[src/rtl/fifo_burst_reader.sv]
// Drains a programmed burst from a 1-cycle-latency FIFO onto a valid/ready stream with last marker and done pulse.
// Latency: first m_valid two cycles after the first fifo_rden; one beat per cycle sustained.
// Backpressure: 2-entry skid buffer; reads stop once buffered plus in-flight words would exceed two.
module fifo_burst_reader #(
    parameter int WIDTH = 128,
    parameter int LEN_W = 8
) (
    input  logic             clk,
    input  logic             rstn,
    input  logic             start,
    input  logic [LEN_W-1:0] burst_len,
    output logic             busy,
    output logic             done,
    output logic             fifo_rden,
    input  logic             fifo_empty,
    input  logic [WIDTH-1:0] fifo_rddata,
    output logic             m_valid,
    input  logic             m_ready,
    output logic [WIDTH-1:0] m_data,
    output logic             m_last
);

    typedef enum logic {
        IDLE = 1'b0,
        RUN  = 1'b1
    } state_t;

    state_t                 state_q,      state_d;
    logic [LEN_W-1:0]       len_q,        len_d;
    logic [LEN_W-1:0]       req_cnt_q,    req_cnt_d;
    logic [LEN_W-1:0]       out_cnt_q,    out_cnt_d;
    logic                   inflight_q,   inflight_d;
    logic                   infl_last_q,  infl_last_d;
    logic [1:0]             buf_cnt_q,    buf_cnt_d;
    logic [1:0][WIDTH-1:0]  buf_dat_q,    buf_dat_d;
    logic [1:0]             buf_lst_q,    buf_lst_d;
    logic                   busy_q,       busy_d;
    logic                   done_q,       done_d;

    logic                   pop;
    logic [2:0]             occ;
    logic [1:0]             cnt_after_pop;
    logic                   rden;

    // Next-state: burst sequencing, read issue and skid-buffer bookkeeping.
    always_comb begin
        state_d     = state_q;
        len_d       = len_q;
        req_cnt_d   = req_cnt_q;
        out_cnt_d   = out_cnt_q;
        buf_dat_d   = buf_dat_q;
        buf_lst_d   = buf_lst_q;
        done_d      = 1'b0;

        pop  = (buf_cnt_q != 2'd0) && m_ready;
        // Occupancy after this cycle's pop; a new read only fits if at most one slot is claimed.
        occ  = 3'(buf_cnt_q) + 3'(inflight_q) - 3'(pop);
        rden = (state_q == RUN) && !fifo_empty && (req_cnt_q < len_q) && (occ <= 3'd1);

        case (state_q)
            IDLE: begin
                if (start) begin
                    if (burst_len != '0) begin
                        state_d   = RUN;
                        len_d     = burst_len;
                        req_cnt_d = '0;
                        out_cnt_d = '0;
                    end else begin
                        done_d = 1'b1;
                    end
                end
            end
            RUN: begin
                if (rden) begin
                    req_cnt_d = req_cnt_q + 1'b1;
                end
                if (pop) begin
                    out_cnt_d = out_cnt_q + 1'b1;
                    if (out_cnt_q == len_q - 1'b1) begin
                        state_d = IDLE;
                        done_d  = 1'b1;
                    end
                end
            end
            default: state_d = IDLE;
        endcase

        busy_d = (state_d == RUN);

        // The last flag travels with the read so it is attached when the word lands.
        inflight_d  = rden;
        infl_last_d = rden && (req_cnt_q == len_q - 1'b1);

        // Head is always entry 0; a pop shifts entry 1 forward.
        if (pop) begin
            buf_dat_d[0] = buf_dat_q[1];
            buf_lst_d[0] = buf_lst_q[1];
        end
        cnt_after_pop = buf_cnt_q - 2'(pop);
        if (inflight_q) begin
            buf_dat_d[cnt_after_pop[0]] = fifo_rddata;
            buf_lst_d[cnt_after_pop[0]] = infl_last_q;
        end
        buf_cnt_d = cnt_after_pop + 2'(inflight_q);
    end

    // State registers with synchronous active-low reset; reset drops any in-flight word.
    always_ff @(posedge clk) begin
        if (!rstn) begin
            state_q     <= IDLE;
            len_q       <= '0;
            req_cnt_q   <= '0;
            out_cnt_q   <= '0;
            inflight_q  <= 1'b0;
            infl_last_q <= 1'b0;
            buf_cnt_q   <= '0;
            buf_dat_q   <= '0;
            buf_lst_q   <= '0;
            busy_q      <= 1'b0;
            done_q      <= 1'b0;
        end else begin
            state_q     <= state_d;
            len_q       <= len_d;
            req_cnt_q   <= req_cnt_d;
            out_cnt_q   <= out_cnt_d;
            inflight_q  <= inflight_d;
            infl_last_q <= infl_last_d;
            buf_cnt_q   <= buf_cnt_d;
            buf_dat_q   <= buf_dat_d;
            buf_lst_q   <= buf_lst_d;
            busy_q      <= busy_d;
            done_q      <= done_d;
        end
    end

    assign busy      = busy_q;
    assign done      = done_q;
    assign fifo_rden = rden;
    assign m_valid   = (buf_cnt_q != 2'd0);
    assign m_data    = buf_dat_q[0];
    assign m_last    = (buf_cnt_q != 2'd0) && buf_lst_q[0];

endmodule
[config.mk]
export PLATFORM = sky130hd
export DESIGN_NAME = fifo_burst_reader
export DESIGN_NICKNAME = d
export VERILOG_FILES = /design/src/rtl/fifo_burst_reader.sv
export SDC_FILE = /design/constraint.sdc
export NUM_CORES = 1
export LEC_CHECK = 0
export CORE_UTILIZATION = 60
export DETAILED_ROUTE_END_ITERATION = 10
export DONT_BUFFER_PORTS = 1
export GPL_ROUTABILITY_DRIVEN = 0
export PLACE_DENSITY = 0.79
export SYNTH_ARGS = -nofsm -noshare
export SYNTH_HDL_FRONTEND = slang
export SYNTH_SLANG_ARGS = --single-unit
export TNS_END_PERCENT = 10
[constraint.sdc]
create_clock -name clk -period 6.2 [get_ports clk]
set_input_delay 1.24 -clock clk [delete_from_list [all_inputs] [get_ports clk]]
set_output_delay 1.24 -clock clk [all_outputs]
set_load 0.01 [all_outputs]
### After elaboration in Yosys (flattened, before gate mapping)

Index checks and enable logic that the tools add are counted.

| operators by class | value |
|---|---|
| equal/unequal tests | 6 |
| order comparisons | 4 |
| multiplexer cells | 26 |
| reduce and logical (&&, ||, !) cells | 13 |
| add/subtract/negate cells | 7 |
| bitwise gates (word level) | 1 |

Operators by type and width:

| operator | count |
|---|---|
| 128-bit two-way mux | 3 |
| 256-bit bitwise mux | 1 |
| 128-bit demux with 1-bit select | 1 |
| 8-bit two-way mux | 4 |
| 8-bit case mux with 2 select lines | 2 |
| 8-bit by 1-bit adder with 8-bit output (second input constant) | 2 |
| 8-bit == test | 2 |
| 1-bit two-way mux | 11 |
| 3-bit AND reduction | 3 |
| 8-bit < comparator | 1 |
| 8-bit nonzero test | 1 |
| 8-bit by 1-bit subtractor with 8-bit output (second input constant) | 1 |
| 1-bit logical AND | 7 |
| 2-bit inequality test (second input constant) | 3 |
| 1-bit case mux with 2 select lines | 2 |
| 2-bit by 1-bit adder with 3-bit output | 1 |
| 3-bit by 1-bit less-or-equal comparator with 1-bit output (second input constant) | 1 |
| 3-bit by 1-bit subtractor with 3-bit output | 1 |
| 2-bit by 1-bit adder with 2-bit output | 1 |
| 2-bit bitwise mux | 1 |
| 1-bit by 2-bit < comparator with 1-bit output (second input constant) | 1 |
| 2-bit by 1-bit inequality test with 1-bit output (second input constant) | 1 |
| 2-bit nonzero test | 1 |
| 2-bit by 1-bit subtractor with 2-bit output | 1 |
| 4 further kinds | 4 |

| storage, ports and cells | value |
|---|---|
| output and inout port bits | 133 |
| logic and storage cells | 69 |
| bits of input ports | 141 |
| bits in registers | 288 |

### Depth between registers and ports, before layout

| depth | value |
|---|---|
| word-level depth | 9 |
| depth in mapped cells | 11 |
| mapped depth without buffers | 10 |

### Least setup slack after synthesis

OpenSTA, ideal clock, no wires.

| timing | value |
|---|---|
| kind | input to output |
| start | input m_ready |
| end | output fifo_rden |
| cell stages on the path | 8 |
| setup slack | 2.189 ns |
| arrival time | 2.771 ns |
| required time | 4.960 ns |
| cells stage by stage | nand3b_1 o21ai_0 ha_1 inv_1 fa_1 nand3_1 a2111oi_4 and2_1 |

| on the way | value |
|---|---|
| longest elaborated chain between the ends | 4 |

RTL lines:

| what | line | source |
|---|---|---|
| start, declared | 18 | `input logic m_ready,` |
| 1-bit logical AND | 55 | `pop = (buf_cnt_q != 2'd0) && m_ready;` |
| 3-bit by 1-bit subtractor with 3-bit output | 57 | `occ = 3'(buf_cnt_q) + 3'(inflight_q) - 3'(pop);` |
| 3-bit by 1-bit less-or-equal comparator with 1-bit output | 58 | `rden = (state_q == RUN) && !fifo_empty && (req_cnt_q < len_q) && (occ <= 3'd1);` |
| 1-bit logical AND | 58 |  |
| end, declared | 14 | `output logic fifo_rden,` |

Every way passes these cells.

### Worst setup path after layout

Ends and elaborated chain as after synthesis.

==> results.json <==
{
  "cp_top_family": "adder cells",
  "viasPerCell": 5.74,
  "cts_resized": 0,
  "final_hold_viol_count": 0,
  "ys_types": 41,
  "critical_path_buf_inv_count": 1,
  "final_nets": 1327,
  "synth_warnings": 0,
  "fmax_mhz": 241,
  "rsz0062_at_grt": "false",
  "path_clk_slew_ns": 0.06,
  "tightest_slew_ns": 1.09,
  "grt-ovfl-total": 0,
  "dr.pass1.iters": 10,
  "syn_area_mm2": 0.0136,
  "worstSetupEndpoint": "fifo_rden",
  "fin_worst_skew_ns": 0.00803,
  "min_period_over_period_pct": 66.8,
  "tns_ns": 0,
  "cp.depth": 8,
  "route.detailed.drc": 23,
  "reg2reg_depth": 10,
  "clockRootBuffer": "clkbuf_16",
  "comb_power_share_pct": 6.4,
  "leakagePower_nw": 7.12,
  "cts-hold-fix-buffers": 0,
  "cts_made_buffers": 30,
  "layoutNonFillerInstCount": 1473,
  "worst_slack_ns": 2.06,
  "cts_tree": "done",
  "numPortBuffers": 0,
  "drt-total-wl_um": 26300,
  "post_drt_wl_per_cell_um": 17.9,
  "crit_slowest_cell": "fa_1",
  "final-setup-viol-count": 0,
  "vias": 8462,
  "antenna_cells": 0,
  "regToRegEndpoint": "req_cnt_q[7]",
  "synth-seq-cells": 288,
  "grt_usage_pct": 22.0,
  "synthCells": 1356,
  "die_h_um": 152,
  "switching_power_w": 0.000918,
  "fin_util_pct": 62.3,
  "postRouteAntennaNets": 0,
  "status": "finished, violations left",
  "end_kind": "primary output",
  "postCtsSetupBuffers": 0,
  "slew_viol_final": 0,
  "rows": 54,
  "ys_seq_area_share_pct": 42.5,
  "drive_gt1_share_pct": 5.11,
  "r2r_slack_ns": 3.18,
  "cp.required_ns": 4.96,
  "syn-num-nets": 1512,
  "period_needed_ns": 4.14,
  "core_area_mm2": 0.0220,
  "power_density_mw_per_mm2": 299,
  "first_global_vias": 8393,
  "stdcell_area_mm2": 0.0137,
  "hp-class": "flip-flop to flip-flop",
  "cp-start-kind": "input pin",
  "path_class": "input pin to primary output",
  "violations": "design-rule violations",
  "cp_cell_sequence": "nand3b_1 -> o21ai_0 -> ha_1 -> inv_1 -> fa_1 -> nand3_1 -> a2111oi_4 -> and2_1",
  "critical_path_arrival_ns": 2.90,
  "dieArea_mm2": 0.0232,
  "dp.cells": 1419,
  "cap_violations": 0,
  "postSynthAreaPerCell_um2": 10.0,
  "internal_power_w": 0.00318,
  "clk-insertion-delay-late_ns": 0.55,
  "clock-sinks": 288,
  "start_util_pct": 61.7,
  "place_ws_ns": 2.07,
  "htree_num_levels": 1,
  "pwr-share-clk_pct": 45.1,
  "hpwl_um": 16500,
  "clk_path_buf_depth": 3,
  "seqPwrFrac_pct": 48.4,
  "relSlewSlack_pct": 27.6,
  "io_pins": 274,
  "max_stage_delay_ns": 0.48,
  "antenna_found_initial": 0,
  "place_area_mm2": 0.0127,
  "cp_max_fo": 5,
  "grt_start_max_net_pins": 283,
  "swShare_pct": 22.4,
  "grt_pass1_wl_um": 42700,
  "cp-startpoint": "m_ready",
  "syn2layout_area_growth_pct": 0.988,
  "initialDrtViolationCount": 433,
  "fp.dieW_um": 152,
  "ir_drop_mv": 0.254,
  "r2r-start": "buf_cnt_q[1]"
}
through the flow:
| step | total power, W | hold slack, ns |
|---|---|---|
| 6_report | 0.00410 | 0.498 |
| 5_1_grt | 0.00425 | 0.532 |
| 4_1_cts | 0.00414 | 0.498 |
| 3_5_place_dp | 0.00229 | 0.487 |
| 3_3_place_gp | 0.00228 | 0.477 |
| 2_1_floorplan | 0.00232 | 0.456 |
worst reg2reg max path, cell delays in order (launching register included):
cell and delay (ns):
dfxtp_1 0.46, nand3b_1 0.19, o21ai_0 0.12, ha_1 0.16, inv_1 0.05, fa_1 0.48
nand3_1 0.11, a2111oi_4 0.37, a21oi_1 0.30, or4_1 0.56, a21oi_1 0.14
cell families (layout without fill, tap and decap cells):
| group | after synthesis | in the layout | share of synthesized area [%] |
|---|---|---|---|
| and+or+nand+nor | 350 | 350 | 12.9 |
| AOI/OAI and AO/OA | 181 | 181 | 12.0 |
| xor gates and xnor gates | 23 | 23 | 1.49 |
| adders and majority gates | 15 | 15 | 1.44 |
| buffers and inverters | 240 | 77 | 10.4 |
| muxes | 259 | 259 | 19.1 |
| DFF | 288 | 288 | 42.5 |
how the worst min path moves through the flow:
| stage | startpoint | end | cells past startpoint |
|---|---|---|---|
| after global routing | buf_dat_q[249] | buf_dat_q[249] | 2 |
| after floorplan | len_q[4] | len_q[4] | 2 |
| final | len_q[4] | len_q[4] | 2 |
| after CTS | len_q[4] | len_q[4] | 2 |
| after global placement | len_q[4] | len_q[4] | 2 |
| after detailed placement | infl_last_q | buf_lst_q[0] | 1 |
sequential cells by signal, indices dropped and copies added, names as in the netlist, 2 cells and up:
register   cells
buf_dat_q    128
buf_lst_q      2
len_q          8
req_cnt_q      8
buf_cnt_q      2
out_cnt_q      8
m_data       128
cell usage in the layout, fill, tap and decap left out, drive strengths merged, types with 3 or more instances in the layout:
| cell | Yosys | final |
|---|---|---|
| bufinv | 0 | 3 |
| inv | 17 | 17 |
| nand3b | 3 | 3 |
| or4 | 4 | 4 |
| nand3 | 16 | 16 |
| nor2 | 9 | 9 |
| or3 | 5 | 5 |
| mux2i | 259 | 259 |
| and2 | 6 | 6 |
| dfxtp | 288 | 288 |
| xor2 | 6 | 6 |
| nor3 | 4 | 4 |
| nor2b | 130 | 130 |
| o21ai | 17 | 17 |
| clkinv | 0 | 4 |
| xnor2 | 17 | 17 |
| o211ai | 3 | 3 |
| nand2 | 163 | 163 |
| buf | 164 | 6 |
| o211a | 130 | 130 |
| a21oi | 11 | 11 |
| a21boi | 10 | 10 |
| clkbuf | 59 | 47 |
| or2 | 3 | 3 |
| ha | 14 | 14 |
| a31oi | 4 | 4 |
cell usage after synthesis, drive strengths merged:
| library cell | n | area share [%] |
|---|---|---|
| a21o | 1 | 0.055 |
| a211o | 1 | 0.065 |
| nand3b | 3 | 0.17 |
| inv | 17 | 0.47 |
| nor3 | 4 | 0.15 |
| nor2 | 9 | 0.25 |
| o31ai | 1 | 0.055 |
| o21bai | 1 | 0.055 |
| buf | 164 | 8.3 |
| or2 | 3 | 0.14 |
| nor3b | 2 | 0.11 |
| o21ai | 17 | 0.63 |
| xor2 | 6 | 0.39 |
| o31a | 1 | 0.065 |
| and2 | 6 | 0.28 |
| or4 | 4 | 0.22 |
| a2111oi | 1 | 0.20 |
| or3 | 5 | 0.23 |
| a21oi | 11 | 0.41 |
| a31oi | 4 | 0.18 |
| clkbuf | 59 | 1.6 |
| dfxtp | 288 | 43 |
| mux2i | 259 | 19 |
| nor4 | 2 | 0.14 |
| o211a | 130 | 9.6 |
| and3b | 1 | 0.065 |
| and3 | 1 | 0.046 |
| a21boi | 10 | 0.55 |
| o211ai | 3 | 0.17 |
| nor2b | 130 | 6.0 |
| fa | 1 | 0.15 |
| xnor2 | 17 | 1.1 |
| nand2 | 163 | 4.5 |
| ha | 14 | 1.3 |
| nand4 | 1 | 0.046 |
| nand3 | 16 | 0.59 |
cell type report:
cell class	instances	area, µm²
repair buffers	6	70.1
well taps	280	350
flip-flops and latches	288	5770
clock buffers	47	926
multi-input cells	828	6400
inverters	17	63.8
clock inverters	7	110
fillers	1819	8270
power groups by stage:
stage | sequential (W) | clock [W] | combinational (W)
global placement | 0.00202 | 0 | 0.000251
CTS | 0.00199 | 0.00189 | 0.000265
finish | 0.00199 | 0.00185 | 0.000264
floorplan | 0.00197 | 0 | 0.000345
global route | 0.00199 | 0.00196 | 0.000296
detailed placement | 0.00203 | 0 | 0.000262
routing by layer:
| layer | part of all wire (%) | track usage, % | vias up |
|---|---|---|---|
| met5 | 0 | 0 | - |
| met4 | 2.5 | 7.73 | 0 |
| met3 | 11 | 8.87 | 48 |
| met2 | 47 | 37.1 | 260 |
| met1 | 39 | 25.3 | 3988 |
| li1 | - | - | 4166 |
Power figures use the tool's default switching activity.
